`config.mk`:
```
export PLATFORM = sky130hd
export DESIGN_NAME = dom_and_arbiter
export DESIGN_NICKNAME = d
export VERILOG_FILES = /design/src/rtl/dom_and_arbiter.sv
export SDC_FILE = /design/constraint.sdc
export NUM_CORES = 1
export LEC_CHECK = 0
export ABC_AREA = 0
export BUFFER_PORTS_ARGS = -buffer_cell sky130_fd_sc_hd__buf_4
export CORE_AREA = 2 2 376 378
export CTS_BUF_LIST = sky130_fd_sc_hd__clkbuf_4
export DETAILED_ROUTE_END_ITERATION = 7
export DIE_AREA = 0 0 378 380
export PLACE_DENSITY = 0.3
export SLEW_MARGIN = 20
export SYNTH_ARGS = -nofsm -noshare
export SYNTH_HDL_FRONTEND = slang
export SYNTH_SLANG_ARGS = --single-unit
```
`constraint.sdc`:
```
create_clock -name clk -period 3.57 [get_ports clk]
set_input_delay 0.1785 -clock clk [delete_from_list [all_inputs] [get_ports clk]]
set_output_delay 0.1785 -clock clk [all_outputs]
set_load 0.05 [all_outputs]
```
`src/rtl/dom_and_arbiter.sv`:
```
`default_nettype none
// +--------------------------------------------------------------------------+
// | dom_and_arbiter                                                          |
// | Round-robin sharing of one bank of masked DOM-indep AND gadgets.         |
// | Optional feature macro: DOM_AND_ARB_FLUSH_EN (bubble between requesters) |
// | Revision: 1.0                                                            |
// +--------------------------------------------------------------------------+
module dom_and_arbiter #(
  parameter int D    = 2,
  parameter int N    = D + 1,
  parameter int L    = ((D + 1) * D) / 2,
  parameter int W    = 32,
  parameter int NREQ = 2
) (
  input  logic                clk,
  input  logic                rst,
  input  logic [NREQ-1:0]     req_valid,
  output logic [NREQ-1:0]     req_ready,
  input  logic [NREQ*W*N-1:0] req_a,
  input  logic [NREQ*W*N-1:0] req_b,
  input  logic                rnd_valid,
  output logic                rnd_ready,
  input  logic [W*L-1:0]      rnd_data,
  output logic [W*N-1:0]      gad_a,
  output logic [W*N-1:0]      gad_b,
  output logic [W*L-1:0]      gad_r,
  input  logic [W*N-1:0]      gad_c,
  output logic [NREQ-1:0]     rsp_valid,
  output logic [W*N-1:0]      rsp_c,
  output logic                busy
);

  localparam int PW = (NREQ > 1) ? $clog2(NREQ) : 1;

  typedef enum logic [0:0] {
    RUN   = 1'b0,
    FLUSH = 1'b1
  } state_e;

  state_e          state_q, state_d;
  logic [PW-1:0]   rr_ptr_q, rr_ptr_d;
  logic [NREQ-1:0] tag1_q, tag1_d;
  logic [NREQ-1:0] tag2_q;
  logic [W*N-1:0]  gad_a_q, gad_a_d;
  logic [W*N-1:0]  gad_b_q, gad_b_d;
  logic [W*L-1:0]  gad_r_q, gad_r_d;

  logic [NREQ-1:0] cand_oh;
  logic [PW-1:0]   cand_idx;
  logic            cand_found;
  logic            block;
  logic            issue;

  // Round-robin search: first pending requester at or above rr_ptr, wrapping.
  always_comb begin
    cand_oh    = '0;
    cand_idx   = '0;
    cand_found = 1'b0;
    for (int k = 0; k < NREQ; k++) begin
      for (int i = 0; i < NREQ; i++) begin
        if (!cand_found && req_valid[i] && (((int'(rr_ptr_q) + k) % NREQ) == i)) begin
          cand_found  = 1'b1;
          cand_oh[i]  = 1'b1;
          cand_idx    = PW'(i);
        end
      end
    end
  end

`ifdef DOM_AND_ARB_FLUSH_EN
  // A different requester may not follow directly behind the op now in stage 1.
  assign block = (|tag1_q) && ((tag1_q & cand_oh) == '0);
`else
  assign block = 1'b0;
`endif

  assign issue     = rst && rnd_valid && cand_found && (state_q == RUN) && !block;
  assign req_ready = issue ? cand_oh : '0;
  assign rnd_ready = issue;

  always_comb begin
    state_d = RUN;
`ifdef DOM_AND_ARB_FLUSH_EN
    if ((state_q == RUN) && issue && ((req_valid & ~cand_oh) != '0)) begin
      state_d = FLUSH;
    end
`endif
  end

  // AND-OR operand select: an all-zero grant loads zeros, so idle cycles clear the bank inputs.
  always_comb begin
    gad_a_d = '0;
    gad_b_d = '0;
    for (int i = 0; i < NREQ; i++) begin
      gad_a_d = gad_a_d | (req_a[i*W*N +: W*N] & {(W*N){req_ready[i]}});
      gad_b_d = gad_b_d | (req_b[i*W*N +: W*N] & {(W*N){req_ready[i]}});
    end
    gad_r_d  = rnd_data & {(W*L){issue}};
    tag1_d   = req_ready;
    rr_ptr_d = rr_ptr_q;
    if (issue) begin
      rr_ptr_d = (cand_idx == PW'(NREQ - 1)) ? '0 : cand_idx + PW'(1);
    end
  end

  always_ff @(posedge clk) begin
    if (!rst) begin
      state_q  <= RUN;
      rr_ptr_q <= '0;
      tag1_q   <= '0;
      tag2_q   <= '0;
      gad_a_q  <= '0;
      gad_b_q  <= '0;
      gad_r_q  <= '0;
    end else begin
      state_q  <= state_d;
      rr_ptr_q <= rr_ptr_d;
      tag1_q   <= tag1_d;
      tag2_q   <= tag1_q;
      gad_a_q  <= gad_a_d;
      gad_b_q  <= gad_b_d;
      gad_r_q  <= gad_r_d;
    end
  end

  assign gad_a     = gad_a_q;
  assign gad_b     = gad_b_q;
  assign gad_r     = gad_r_q;
  assign rsp_valid = tag2_q;
  assign rsp_c     = gad_c & {(W*N){|tag2_q}};
  assign busy      = (|tag1_q) || (|tag2_q);

endmodule
`default_nettype wire

```
==> results.cfg, run 1 <==
[outcome]
outcome = aborted with a tool error
flow.stopped_at = 4_1_cts
toolErrorMsg = [ERROR RSZ-0060] Max buffer count reached.

[synthesis]
ys_warn_count = 0
postSynthCellCount = 755
post_synth_and_or_nand_nor_area_fraction_pct = 13.6
dominantRegCellSynth = dfxtp_1
cell_types_with_the_highest_counts_after_synthesis = dfxtp_1 (293), a22o_1 (192), and2_1 (98)
yosysTopAreaCell = dfxtp_1
mappedNetlistArea_sq_mm = 0.00917
synth_area_in_adders_pct = 0
synthXorXnorAreaFrac_pct = 0
synth_enable_flop_cells = 0
syn-num-nets = 1336
synth_cell_types = 18
synthMuxAreaShare_pct = 0
synth_top_family_by_area = compound AO/OA/AOI/OAI gates
dominant_cell_by_count_in_the_synthesized_netlist = dfxtp_1
synth_top_cells_by_area = dfxtp_1 (64%), a22o_1 (18%), and2_1 (6.7%)
syn_avg_cell_area_sq_um = 12.1
ys_seq_area_share_pct = 64.0
synth_compound_area_share_pct = 19.0
synth-seq-cells = 293
async_reset_ff_share_pct = 0
synth_top_cell_area_share_pct = 64.0

[clock_tree]
post_cts.resized_instances = 0
clkSinkCount = 293
hold_bufs_at_cts = 748
numCtsBuffers = 95
ctsRootBufferMaster = clkbuf_4
postCtsSetupBuffers = 0
cts_max_level = 3
clock_path_buffers = 3

[place]
place_hpwl_um = 84100
post-place-cells = 3564
detailed_place.area_sq_mm = 0.0188
pre_cts_slack_ns = 1.56
finalWeightedCongestion = 0.827
portbufs = 970

[die]
io_pins = 971
initial_standard_cell_utilization_of_the_core_pct = 6.59
fp.dieW_um = 378
rows = 137
die_height_um = 380
-- per-stage QoR --
step           hold WS (ns)  util, %
3_3_place_gp          0.380     13.5
2_1_floorplan         0.281        -
3_5_place_dp          0.383     13.5
-- cell families after synthesis --
family	after synthesis
AOI/OAI and AO/OA	198
buffers and inverters	64
DFF	293
and+or+nand+nor	200
==> run 2, diff against run 1 <==
- CORE_AREA: 2 2 376 378 -> 2 2 381 383
- CTS_BUF_LIST: sky130_fd_sc_hd__clkbuf_4 -> not set
- DIE_AREA: 0 0 378 380 -> 0 0 383 385
- PLACE_DENSITY: 0.3 -> not set
- PLACE_DENSITY_LB_ADDON: not set -> 0.15
==> run 2 against run 1 <==
  * The run now ends clean
  * Synthesized area is the same
  * Synthesized cell count is the same
==> results.cfg, run 2 <==
[pwr]
total_switching_power_mw = 2.89
design_power_total_mw = 9.97
combPwrFrac_pct = 21.5
sw_frac_of_total_pct = 29.0
ir_drop_mv = 0.281
power.share.sequential_pct = 34.8
powerDensity_mw_per_mm2 = 398
power.internal_mw = 7.07
power_leakage_nw = 11.7
clock_power_share_pct = 43.8

[global_routing]
grt_use_met2_pct = 19.2
global_route.overflow_total = 0
global_route.usage.met3_pct = 4.72
global_route_wire_length_before_repair_um = 106000
grt.total_usage_pct = 10.5
met1_usage_pct = 10.7
busiest_layer = met2
grt_antenna_before_repair = 44
first_global_vias = 13100
pin_count_of_the_biggest_net_entering_global_routing = 102

[synthesis]
yosysTopAreaCell = dfxtp_1
dominant_cell_by_count_in_the_synthesized_netlist = dfxtp_1
synth_top_cells_by_area = dfxtp_1 (64%), a22o_1 (18%), and2_1 (6.7%)
cell_types_with_the_highest_counts_after_synthesis = dfxtp_1 (293), a22o_1 (192), and2_1 (98)
synth_top_cell_area_share_pct = 64.0
synth-seq-cells = 293
postSynthCellCount = 755
ys_seq_area_share_pct = 64.0
syn-num-nets = 1336
dominantRegCellSynth = dfxtp_1
async_reset_ff_share_pct = 0
synth_cell_types = 18
synth_enable_flop_cells = 0
mappedNetlistArea_sq_mm = 0.00917
syn_avg_cell_area_sq_um = 12.1
ys_warn_count = 0

[layout]
final.fill_count = 16000
drive_gt1_share_pct = 47.1
finalNetCount = 2784
layout-area-overhead-vs-synth_pct = 173
layoutNonFillerInstCount = 4154
final_cell_mix = buf_4 (973), dlygate4sd3_1 (485), dfxtp_1 (293)
layout.cells.most_common = buf_4

[routing]
drt-initial-drc-count = 262
avgRoutedWirePerCell_um = 19.6
antenna_left = 0
route.final.wire_length_um = 81400
vias_after_detailed_routing = 12000
detailedRoute.firstPassIterationCount = 4
route.detailed.drc = 0
via_cell_ratio = 2.88

[setup_path]
critical-path-max-stage-delay_ns = 0.67
crit_type = register to output pin
timing.critical_path.arrival_ns = 2.26
critical_path.startpoint_type = register
end_kind = output pin
critPathMaxFanout = 42
worstPathRequired_ns = 3.39
critical_path.slowest_cell = o2111a_4
crit_chain = o2111a_4, buf_12, buf_4

[flow_run]
maxCapViolations = 0

[clock_tree]
clock_tree_from_tritoncts = built
clkSinkCount = 293
clock_path_buffers = 3
numCtsBuffers = 43
ctsRootBufferMaster = clkbuf_16
cts_max_level = 2
clkLatencyLatePin_ns = 0.61
postCtsSetupBuffers = 0
clock_edge_transition_at_the_registers_on_the_reported_setup_and_hold_paths_ns = 0.05

[timing]
worst_pin_slew_ns = 0.637
worst_clk_skew_ns = 0.0277
timing.slew.headroom_pct = 57.5
fin_setup_tns_ns = 0
report.final.slew_viol_count = 0
period_share_pct = 68.2
finalWorstPathRequiredPeriod_ns = 2.43
maximum_clock_rate_mhz = 411
setup_repair_after_global_routing_missed_its_margin = no
final_hold_vio_count = 0
setup-violations-final = 0

[die]
rows = 139
initial_standard_cell_utilization_of_the_core_pct = 6.41
die_height_um = 385
full_die_area_sq_mm = 0.147
placeableCoreArea_sq_mm = 0.143
io_pins = 971
fp.dieW_um = 383

[place]
finalWeightedCongestion = 0.805
place_hpwl_um = 66500
portbufs = 970
post-place-cells = 3576

[outcome]
outcome = finished, final reports clean

[worst_hold_path]
min_path_type = input pin to register
-- run 2: cell counts after synthesis --
No cell type changed its count.
-- run 2: layout make-up --
| type | instances | area, sq um | area share (%) |
|---|---|---|---|
| Antenna cell | 16 | 40.0 | 0.160 |
| Multi-Input combinational cell | 398 | 3020 | 12.1 |
| Sequential cell | 293 | 5870 | 23.4 |
| Clock buffer | 63 | 1270 | 5.08 |
| Inverter | 2 | 7.51 | 0.0300 |
| Tap cell | 1903 | 2380 | 9.51 |
| Clock inverter | 14 | 141 | 0.565 |
| Timing Repair Buffer | 1465 | 12300 | 49.2 |
-- run 2: cell families after synthesis --
family	synth area share [%]
simple gates	13.6
compound gates	19.0
flops	64.0
buf+inv	3.44
-- run 2: per-stage QoR --
stage	utilization [%]	area [sq um]	setup slack (ns)	hold slack, ns
3_3_place_gp	13.1	18700	1.69	0.380
2_1_floorplan	-	9170	1.44	0.281
3_5_place_dp	13.1	18700	1.66	0.383
6_report	17.5	25000	1.14	0.154
4_1_cts	17.5	25000	1.02	0.0940
5_1_grt	17.5	25000	0.973	0.142
-- run 2: what timing repair did --
| item | CTS | global route |
|---|---|---|
| endpoints found under the setup margin | 0 | 0 |
| gates resized for setup | 0 | 0 |
| hold endpoints to repair | 293 | 0 |
| hold buffers | 485 | 0 |
-- run 2: final timing paths --
path / slack, ns / start / depth (start not counted) / end
min: 0.15 / req_valid[0] / 3 / tag1_q[1]
min reg2reg: 0.49 / tag1_q[0] / 1 / rsp_valid[0]
max reg2reg: 1.15 / rr_ptr_q / 4 / gad_a[89]
max: 1.14 / rr_ptr_q / 3 / req_ready[1]
-- run 2: metal layers --
layer | share of wire (%) | vias up
met5 | 0.14 | -
met4 | 2.6 | 18
met3 | 11 | 110
met2 | 52 | 574
met1 | 35 | 5720
li1 | - | 5559
-- run 2: power groups by stage --
| stage | Combinational (mW) | Clock, mW | Sequential [mW] |
|---|---|---|---|
| final | 2.14 | 4.36 | 3.46 |
| after floorplan | 0.322 | 0 | 4.00 |
| after detailed placement | 1.75 | 0 | 3.54 |
| after CTS | 2.18 | 4.62 | 3.47 |
| after global routing | 2.26 | 4.74 | 3.48 |
| after global placement | 1.75 | 0 | 3.54 |
-- run 2: worst max-delay path: cells and delay by family, from the launching register on --
kind,cells,cell delay (ns)
AO/OA/AOI/OAI,1,0.67
buffers and inverters,2,0.50
flip-flops,1,0.47
No activity file was read; power rests on OpenSTA's default activity.
